$ cat config.mk
export PLATFORM = sky130hd
export DESIGN_NAME = reg_scoreboard
export DESIGN_NICKNAME = d
export VERILOG_FILES = /design/src/rtl/reg_scoreboard_pkg.sv /design/src/rtl/reg_scoreboard_sb_counter.sv /design/src/rtl/reg_scoreboard.sv
export SDC_FILE = /design/constraint.sdc
export NUM_CORES = 1
export LEC_CHECK = 0
export ABC_CLOCK_PERIOD_IN_PS = 4000
export CORE_ASPECT_RATIO = 0.8
export CORE_MARGIN = 5
export CORE_UTILIZATION = 50
export DETAILED_ROUTE_END_ITERATION = 6
export GPL_TIMING_DRIVEN = 0
export PLACE_DENSITY_LB_ADDON = 0.12
export SYNTH_ARGS = -nofsm -noshare
export SYNTH_HDL_FRONTEND = slang
export SYNTH_SLANG_ARGS = --single-unit
$ cat constraint.sdc
create_clock -name clk -period 4 [get_ports clk]
set_clock_uncertainty 0.05 [all_clocks]
set_input_delay 0.6 -clock clk [delete_from_list [all_inputs] [get_ports clk]]
set_output_delay 0.6 -clock clk [all_outputs]
set_load 0.02 [all_outputs]
$ cat src/rtl/reg_scoreboard_pkg.sv
// Shared definitions for the register scoreboard: op-class encoding,
// default per-class latencies and latency saturation helper.
package reg_scoreboard_pkg;

    typedef enum logic [1:0] {
        OP_NONE = 2'd0,
        OP_ALU  = 2'd1,
        OP_MEM  = 2'd2,
        OP_MUL  = 2'd3
    } op_cls_e;

    localparam int unsigned DEF_LAT_ALU = 3;
    localparam int unsigned DEF_LAT_MEM = 3;
    localparam int unsigned DEF_LAT_MUL = 4;

    // Clamp a latency to the largest value a w-bit counter can hold.
    function automatic int unsigned sat_lat(input int unsigned lat, input int unsigned w);
        int unsigned max_v;
        max_v = (w >= 32) ? 32'hFFFF_FFFF : ((32'd1 << w) - 32'd1);
        return (lat > max_v) ? max_v : lat;
    endfunction

endpackage

$ cat src/rtl/reg_scoreboard_sb_counter.sv
// One scoreboard entry: down-counter with load, hold and clear that stops
// at zero instead of wrapping.
module sb_counter #(
    parameter int unsigned CNT_W = 3
) (
    input  logic             clk,
    input  logic             reset,
    input  logic             clear,
    input  logic             stall,
    input  logic             load,
    input  logic [CNT_W-1:0] load_val,
    output logic [CNT_W-1:0] count
);

    // Clear outranks stall; load outranks the decrement of the same edge.
    always_ff @(posedge clk) begin
        if (reset || clear) begin
            count <= '0;
        end else if (stall) begin
            count <= count;
        end else if (load) begin
            count <= load_val;
        end else if (count != '0) begin
            count <= count - 1'b1;
        end
    end

endmodule

$ cat src/rtl/reg_scoreboard.sv
// Register scoreboard: per-register pending-write countdown with
// combinational busy/remaining-cycle queries for two source operands.
module reg_scoreboard
    import reg_scoreboard_pkg::*;
#(
    parameter int unsigned NREGS   = 8,
    parameter int unsigned CNT_W   = 3,
    parameter int unsigned LAT_ALU = DEF_LAT_ALU,
    parameter int unsigned LAT_MEM = DEF_LAT_MEM,
    parameter int unsigned LAT_MUL = DEF_LAT_MUL
) (
    input  logic                     clk,
    input  logic                     reset,
    input  logic                     flush_decode,
    input  logic                     stall,
    input  logic                     issue_valid,
    input  logic [$clog2(NREGS)-1:0] issue_rd,
    input  logic [1:0]               issue_cls,
    input  logic [CNT_W-1:0]         issue_nex,
    input  logic [$clog2(NREGS)-1:0] rs_a,
    input  logic [$clog2(NREGS)-1:0] rs_b,
    output logic                     busy_a,
    output logic                     busy_b,
    output logic [CNT_W-1:0]         cnt_a,
    output logic [CNT_W-1:0]         cnt_b,
    output logic                     any_busy
);

    localparam int unsigned RW = $clog2(NREGS);

    localparam logic [CNT_W-1:0] LD_ALU = CNT_W'(sat_lat(LAT_ALU, CNT_W));
    localparam logic [CNT_W-1:0] LD_MEM = CNT_W'(sat_lat(LAT_MEM, CNT_W));
    localparam logic [CNT_W-1:0] LD_MUL = CNT_W'(sat_lat(LAT_MUL, CNT_W));

    logic [CNT_W-1:0] cnt [NREGS];
    logic [CNT_W-1:0] load_val;
    logic             accept;

    always_comb begin
        load_val = '0;
        if (issue_nex != '0) begin
            load_val = issue_nex;
        end else begin
            unique case (op_cls_e'(issue_cls))
                OP_ALU:  load_val = LD_ALU;
                OP_MEM:  load_val = LD_MEM;
                OP_MUL:  load_val = LD_MUL;
                default: load_val = '0;
            endcase
        end
    end

    assign accept = issue_valid && !stall && !flush_decode && !reset;

    // Register 0 is hardwired idle, so only entries 1..NREGS-1 get storage.
    assign cnt[0] = '0;

    for (genvar g = 1; g < NREGS; g++) begin : g_entry
        sb_counter #(
            .CNT_W (CNT_W)
        ) u_cnt (
            .clk      (clk),
            .reset    (reset),
            .clear    (flush_decode),
            .stall    (stall),
            .load     (accept && (issue_rd == RW'(g))),
            .load_val (load_val),
            .count    (cnt[g])
        );
    end

    assign cnt_a  = cnt[rs_a];
    assign cnt_b  = cnt[rs_b];
    assign busy_a = (cnt_a != '0);
    assign busy_b = (cnt_b != '0);

    always_comb begin
        any_busy = 1'b0;
        for (int unsigned i = 1; i < NREGS; i++) begin
            any_busy = any_busy | (cnt[i] != '0);
        end
    end

endmodule

== Word level (Yosys, flattened, before mapping) ==
Cells that the tools add are included.
Word-level totals
  logic and storage cells: 96
  output and inout bits: 9
  input bits: 19
  register bits: 21
Cells by class
  bitwise operators: 9
  $lt $le $gt $ge: 2
  add/sub/neg operators: 7
  reductions and logical operators: 39
  muxes and demuxes: 22
  equality and inequality tests: 10
Operator list (count)
  2-to-1 mux 3 bit: 19
  nonzero test 3 bit: 10
  subtractor 3 x 1 -> 3 bit (second input constant): 7
  binary-select mux 3 bit (select 3 bit): 2
  AND reduction 2 bit: 7
  nonzero test 2 bit: 7
  equality test 3 bit (second input constant): 4
  logical AND 1 bit: 10
  greater-or-equal comparator 4 bit (second input constant): 2
  inverter 3 -> 4 bit: 2
  equality test 3 x 2 -> 1 bit (second input constant): 2
  OR 1 bit: 6
  case mux 3 bit (2 select lines): 1
  equality test 2 bit (second input constant): 2
  equality test 3 x 1 -> 1 bit (second input constant): 1
  logical NOT 1 bit: 3
  equality test 2 x 1 -> 1 bit (second input constant): 1
  OR reduction 2 bit: 1
  logical OR 1 bit: 1
  inverter 1 bit: 1

== Depth between registers and ports, before layout ==
Gate-level depths: netlist of the first run.
  depth in word-level cells: 7
  depth in mapped cells: 6
  mapped depth without buffers: 6

== Modules after synthesis ==
A second synthesis of the first run with hierarchy kept.
Second synthesis, totals
  cells, all modules: 237
  area, all modules: 1969.4 µm²
By module, submodules not included
  sb_counter: cells an instance 24, area an instance 202.7 µm², times used 7
  reg_scoreboard: cells an instance 69, area an instance 550.5 µm², times used 1

== Worst setup path after synthesis of the first run ==
OpenSTA, ideal clock, no wires.
  path kind: input port to output port
  from: in rs_a[2]
  to: out busy_a
  data arrival time: 2.108 ns
  slack: 1.242 ns
  stages: 5
  required time: 3.350 ns
  cell sequence: buf_2 -> mux2_2 -> a221oi_1 -> a221oi_1 -> or3_1
Between the ends
  longest elaborated chain between the ends: 5
RTL lines
  from (decl): line reg_scoreboard.sv:20  | input logic [$clog2(NREGS)-1:0] rs_a,
  inverter 3 -> 4 bit (implied by the code): line reg_scoreboard.sv:72  | assign cnt_a = cnt[rs_a];
  binary-select mux 3 bit (select 3 bit): line reg_scoreboard.sv:72
  2-to-1 mux 3 bit (implied by the code) (2 in series): line reg_scoreboard.sv:72
  net cnt_a[0]: line reg_scoreboard.sv:24  | output logic [CNT_W-1:0] cnt_a,
  nonzero test 3 bit: line reg_scoreboard.sv:74  | assign busy_a = (cnt_a != '0);
  to (decl): line reg_scoreboard.sv:22  | output logic busy_a,
The timed path passes the listed nets, and every way through them passes these cells. The select of a mux whose other input is x is not followed.

== Final worst setup path of the first run ==
  from: in rs_a[0]
  to: out busy_a
Between the ends
  longest elaborated chain between the ends: 5
RTL lines (line)
  inverter 3 -> 4 bit (implied by the code): reg_scoreboard.sv:72
  binary-select mux 3 bit (select 3 bit): reg_scoreboard.sv:72
  2-to-1 mux 3 bit (implied by the code) (2 in series): reg_scoreboard.sv:72
  nonzero test 3 bit: reg_scoreboard.sv:74
No other way between the ends. The select of a mux whose other input is x is not followed.

==> flow_metrics.env, run 1 <==
export IMPL_synth_warnings=0
export IMPL_synth_top_area_share=0.2363
export IMPL_grt_max_degree=12
export IMPL_holdCritPathClass="reg2reg"
export IMPL_via_per_inst=5.890
export IMPL_coreArea_mm2=0.003423
export IMPL_nFillCells=330
export IMPL_met1_usage=0.2825
export IMPL_relSlewSlack=0.5003
export IMPL_grt_usage=0.1908
export IMPL_rsz0062_at_grt="false"
export IMPL_seqCellArea_um2=420.4
export IMPL_stdcell_count=283
export IMPL_grt_pass1_wl_um=7548
export IMPL_rows=19
export IMPL_fin_util=0.6213
export IMPL_timing_final_ws_setup_ns=0.7131
export IMPL_post_cts_buffers=0
export IMPL_path_class="in2out"
export IMPL_synth_area_leaders="dfxtp_1 (24%), ha_1 (11%), xnor2_1 (6.9%)"
export IMPL_top_usage_layer="met1"
export IMPL_detailed_place_hpwl_um=3404
export IMPL_cts_tree="built"
export IMPL_slowest_delay_ns=0.58
export IMPL_synth_seq_cells=21
export IMPL_gp_congestion=0.8154
export IMPL_setup_violations_final=0
export IMPL_syn_to_final_growth_pct=19.55
export IMPL_end_kind="output pin"
export IMPL_setup_tns_final_ns=0
export IMPL_cts_root_buf="clkbuf_8"
export IMPL_clk_insertion_delay_late_ns=0.26
export IMPL_vias=1667
export IMPL_path_cells="clkdlybuf4s50_1, nor2b_1, a221oi_1, a221oi_1, or3_1, clkdlybuf4s50_1"
export IMPL_status="finished, final reports clean"
export IMPL_maxSlewViolCount=0
export IMPL_start_util=0.5197
export IMPL_cts_reportedPaths_clkPinSlew_ns=0.08
export IMPL_multiInputGateArea_mm2=0.001277
export IMPL_dp_slack_ns=0.7511
export IMPL_worst_pin_slew_ns=0.7480
export IMPL_clockBufferDepth=2
export IMPL_final_common_cell="clkdlybuf4s50_1"
export IMPL_reg_largest_list="g_entry.u_cnt.count x21"
export IMPL_place_inst=279
export IMPL_fin_nets=276
export IMPL_top_register="g_entry.u_cnt.count"
export IMPL_antenna_found_initial=0
export IMPL_drtPass1Iterations=4
export IMPL_htree_num_levels=1
export IMPL_largest_register_ffs=21
export IMPL_drc=0
export IMPL_clock_fmax_mhz=304.2
export IMPL_syn_inst=212
export IMPL_maxCapViolations=0
export IMPL_fin_crit_ns=3.287
export IMPL_wirelength_um=4586
export IMPL_syn_area_mm2=0.001779
export IMPL_drive_above_1_share=0.06224
export IMPL_n_antenna_cell=0
export IMPL_cts_buffers=3
export IMPL_crit_path_start_kind="input port"
export IMPL_cts_resized=0
export IMPL_gr_usage_met2=0.2797
export IMPL_ys_flop_type="dfxtp_1"
export IMPL_synth_edf_count=0
export IMPL_power_density_mw_per_mm2=215.3
export IMPL_fp_dieH_um=63.36
export IMPL_wl_per_cell_um=16.20
export IMPL_holdBufCountCts=0
export IMPL_p_leak_uw=0.0007031
export IMPL_yosysTopAreaCell="dfxtp_1"
export IMPL_dr_first_iter_drc_count=98
export IMPL_period_share=0.8217
export IMPL_cp_slowest_cell="clkdlybuf4s50_1"
export IMPL_ant_nets=0
export IMPL_hold_violations=0
export IMPL_async_flop_share=0
export IMPL_portBuffers=25
export IMPL_required_ns=3.35
export IMPL_avgSynthCellArea_um2=8.392
export IMPL_syn_num_nets=246
export IMPL_clkSinkCount=21
export IMPL_fp_dieW_um=76.70
export IMPL_crit_arrival_ns=2.64
export IMPL_grt_pass1_vias=1524
export IMPL_overflow=0
export IMPL_dieArea_mm2=0.004859
export IMPL_final_cell_mix="clkdlybuf4s50_1 (25), dfxtp_1 (21), nor2_1 (17)"
export IMPL_yosysSeqAreaShare=0.2363
export IMPL_grtUsageMet3=0.04558
export IMPL_io_pins=28
export IMPL_ir_worst_vdd_uv=235.5
export IMPL_crit_fanout=6
export IMPL_yosysUniqueCellTypes=31
## worst max-delay path, delay by kind of cell
family / cells / cell delay [ns]
simple gates: 2 / 0.46
compound gates: 2 / 0.46
buf+inv: 2 / 1.12
## cell usage after synthesis, types with 3 or more instances
cell      number
ha_1          15
dfxtp_1       21
nand2b_1       8
nor2b_1       11
a21oi_1       14
o21a_1         7
inv_1         14
xnor2_1       14
nor3_1         7
a211oi_1       7
a221oi_1      12
mux2i_1       12
nor2_1        17
clkbuf_1       4
o21ai_0       14
nand4b_1       3
nor3b_1        7
mux2_2         6
## metal layers
metal	vias to the layer above	share of wire
met5	-	0
met2	76	0.41
met3	4	0.091
li1	828	-
met4	0	0.0050
met1	759	0.50
## stage by stage
step	instance area (µm²)	hold slack [ns]	power, µW
detailed placement	2082	0.5459	320.1
global placement	2082	0.5419	319.9
global route	2127	0.5979	480.1
finish	2127	0.5625	457.9
floorplan	1779	0.5055	269.9
CTS	2127	0.5623	459.2
## power breakdown
| group | leakage (µW) | internal (µW) | switching (µW) | total (µW) |
|---|---|---|---|---|
| Clock | 0.0000228 | 71.1 | 70.7 | 142 |
| Combinational | 0.000511 | 48.0 | 56.2 | 104 |
| Sequential | 0.000169 | 210 | 1.74 | 212 |
## cell type report
cell class              count  share of cell area
clock buffers               4             0.02118
repair buffers             25              0.1176
inverters                  14             0.02471
well taps                  42             0.02471
multi-input cells         170              0.6006
flip-flops and latches     21              0.1976
plain buffers               7             0.01353
## cells by family after synthesis
kind of cell	Yosys count	share of synthesized area
AO/OA/AOI/OAI	57	0.2096
XOR/XNOR	14	0.06892
adder cells (fa/ha/maj)	15	0.1055
buffers and inverters	21	0.04571
flip-flops	21	0.2363
multiplexers	18	0.1055
AND/OR/NAND/NOR	66	0.2286
## final timing paths
path                                    end  slack [ns]                      start  cells past startpoint
hold reg to reg   g_entry[6].u_cnt.count[0]        0.56  g_entry[6].u_cnt.count[0]                      2
setup / recovery                     busy_a        0.71                    rs_a[0]                      6
setup reg to reg  g_entry[3].u_cnt.count[0]        2.41  g_entry[3].u_cnt.count[0]                      6
hold / removal    g_entry[6].u_cnt.count[0]        0.56  g_entry[6].u_cnt.count[0]                      2
No activity file was read; power rests on OpenSTA's default activity.
==> inputs of run 2 (changes only) <==
--- a/config.mk
+++ b/config.mk
@@ -5,10 +5,10 @@
 export SDC_FILE = /design/constraint.sdc
 export NUM_CORES = 1
 export LEC_CHECK = 0
-export ABC_CLOCK_PERIOD_IN_PS = 4000
+export ABC_CLOCK_PERIOD_IN_PS = 2630
 export CORE_ASPECT_RATIO = 0.8
 export CORE_MARGIN = 5
-export CORE_UTILIZATION = 50
+export CORE_UTILIZATION = 49
 export DETAILED_ROUTE_END_ITERATION = 6
 export GPL_TIMING_DRIVEN = 0
 export PLACE_DENSITY_LB_ADDON = 0.12
==> constraint.sdc (replaced) <==
create_clock -name clk -period 2.63 [get_ports clk]
set_clock_uncertainty 0.05 [all_clocks]
set_input_delay 0.3945 -clock clk [delete_from_list [all_inputs] [get_ports clk]]
set_output_delay 0.3945 -clock clk [all_outputs]
set_load 0.02 [all_outputs]
==> run 2 against run 1 <==
  * Non-clock buffer count stayed put
  * Design area is 0.59% higher
  * Count of clock-buffer cells in the layout stayed put
  * Sequential share of layout area is 0.12 points lower
  * Die area is 1.7% higher
  * Via count is 0.48% higher
  * Largest cell class unchanged
  * Largest power group unchanged
  * Highest routed layer unchanged
==> flow_metrics.env, run 2 (same netlist as run 1, synthesis figures left out) <==
export IMPL_rsz0062_at_grt="false"
export IMPL_timing_final_ws_setup_ns=0.08656
export IMPL_detailed_place_hpwl_um=3467
export IMPL_via_per_inst=5.919
export IMPL_rows=19
export IMPL_grt_pass1_wl_um=7748
export IMPL_required_ns=2.19
export IMPL_fin_util=0.6164
export IMPL_maxCapViolations=0
export IMPL_cts_tree="built"
export IMPL_clock_fmax_mhz=393.2
export IMPL_portBuffers=25
export IMPL_critPathTopFamily="buffers and inverters"
export IMPL_nFillCells=331
export IMPL_end_kind="output pin"
export IMPL_path_class="in2out"
export IMPL_clkSinkCount=21
export IMPL_intPower_uw=493.9
export IMPL_maxSlewViolCount=0
export IMPL_start_util=0.5126
export IMPL_htree_num_levels=1
export IMPL_worst_pin_slew_ns=0.7705
export IMPL_coreArea_mm2=0.003471
export IMPL_crit_arrival_ns=2.10
export IMPL_comb_power_share=0.222
export IMPL_dr_first_iter_drc_count=97
export IMPL_holdCritPathClass="reg2reg"
export IMPL_drive_above_1_share=0.07884
export IMPL_path_cells="buf_2, mux2_2, a221oi_1, a221oi_1, or3_1, dlygate4sd2_1"
export IMPL_dieArea_mm2=0.004944
export IMPL_path_buf_inv=2
export IMPL_cts_buffers=3
export IMPL_final_cell_mix="dfxtp_1 (21), nor2_1 (17), ha_1 (15), clkdlybuf4s50_1 (15)"
export IMPL_setup_violations_final=0
export IMPL_crit_path_start_kind="input port"
export IMPL_clk_insertion_delay_late_ns=0.26
export IMPL_hold_violations=0
export IMPL_largest_register_ffs=21
export IMPL_fp_dieH_um=63.90
export IMPL_grt_max_degree=12
export IMPL_gp_congestion=0.8691
export IMPL_power_frac_clock=0.309
export IMPL_relSlewSlack=0.4853
export IMPL_n_antenna_cell=0
export IMPL_pwr_share_seq=0.469
export IMPL_status="finished, final reports clean"
export IMPL_syn_to_final_growth_pct=20.25
export IMPL_fin_crit_ns=2.543
export IMPL_final_common_cell="dfxtp_1"
export IMPL_cp_common_cell="a221oi_1"
export IMPL_grt_usage=0.1897
export IMPL_cts_root_buf="clkbuf_8"
export IMPL_crit_fanout=10
export IMPL_reg_largest_list="g_entry.u_cnt.count x21"
export IMPL_dp_slack_ns=-0.2051
export IMPL_clockBufferDepth=2
export IMPL_antenna_found_initial=0
export IMPL_cp_slowest_cell="mux2_2"
export IMPL_wirelength_um=4627
export IMPL_cts_reportedPaths_clkPinSlew_ns=0.08
export IMPL_wl_per_cell_um=16.35
export IMPL_overflow=0
export IMPL_fin_nets=276
export IMPL_fp_dieW_um=77.37
export IMPL_drtPass1Iterations=4
export IMPL_ant_nets=0
export IMPL_power_density_mw_per_mm2=321.3
export IMPL_io_pins=28
export IMPL_vias=1675
export IMPL_grt_pass1_vias=1623
export IMPL_p_leak_uw=0.0007606
export IMPL_period_share=0.9671
export IMPL_top_register="g_entry.u_cnt.count"
export IMPL_drc=0
export IMPL_ir_worst_vdd_uv=210.2
export IMPL_netSwitchingFraction=0.2816
export IMPL_slowest_delay_ns=0.37
export IMPL_switching_power_uw=193.6
==> run 2: cell types whose count changed in the layout (fill, tap and decap cells not counted), sizes merged <==
cell,delta
clkdlybuf4s50,-10
dlygate4sd2,+7
dlymetal6s2s,+3
==> run 2: final cells by class <==
| type | count | area [µm²] | share of cell area |
|---|---|---|---|
| inverter | 14 | 52.55 | 0.02456 |
| multi-input combinational | 170 | 1291 | 0.6035 |
| tap | 42 | 52.55 | 0.02456 |
| sequential | 21 | 420.4 | 0.1965 |
| clock buffer | 4 | 45.04 | 0.02105 |
| timing repair buffer | 25 | 249.0 | 0.1164 |
| buffer | 7 | 28.78 | 0.01345 |
==> run 2: routing by layer <==
layer	GRT usage	vias up	part of all wire
li1	-	829	-
met4	0.06009	0	0.018
met1	0.2754	781	0.49
met2	0.2836	58	0.42
met3	0.03371	7	0.072
met5	0	-	0
==> run 2: timing repair <==
| item | CTS | global route |
|---|---|---|
| gates resized for setup | 7 | 7 |
| endpoints found under the setup margin | 7 | 4 |
| hold buffers | 0 | 0 |
| setup buffers | 0 | 0 |
==> run 2: power by group through the flow <==
stage	logic, µW	clock network [µW]	registers [µW]
6_report	153	213	322
2_1_floorplan	81.7	0	329
3_3_place_gp	157	0	330
4_1_cts	152	217	322
5_1_grt	164	237	323
3_5_place_dp	158	0	330
==> run 2: final timing paths <==
kind | start | endpoint | slack (ns) | cells past startpoint
min | g_entry[7].u_cnt.count[0] | g_entry[7].u_cnt.count[0] | 0.57 | 2
min reg2reg | g_entry[7].u_cnt.count[0] | g_entry[7].u_cnt.count[0] | 0.57 | 2
max reg2reg | g_entry[3].u_cnt.count[0] | g_entry[3].u_cnt.count[0] | 1.03 | 6
max | rs_b[2] | busy_b | 0.09 | 6
==> run 2: worst register-to-register path: stages, from the launching register on <==
cell	delay [ns]
dfxtp_1	0.37
inv_1	0.10
ha_1	0.14
nor2b_1	0.38
nor2_1	0.10
xnor2_1	0.14
a211oi_1	0.23
==> run 2: metrics by stage <==
stage / TNS (ns) / hold WS [ns] / instance area (µm²) / total power (µW) / cells
after detailed placement: -0.4694 / 0.5492 / 2082 / 487.3 / 279
after global placement: -0.4510 / 0.5369 / 2082 / 487.0 / 279
after floorplan: 0 / 0.5055 / 1779 / 410.5 / 212
after global routing: 0 / 0.5983 / 2140 / 723.7 / 283
after CTS: 0 / 0.5683 / 2118 / 691.2 / 283
final: 0 / 0.5726 / 2140 / 687.5 / 283
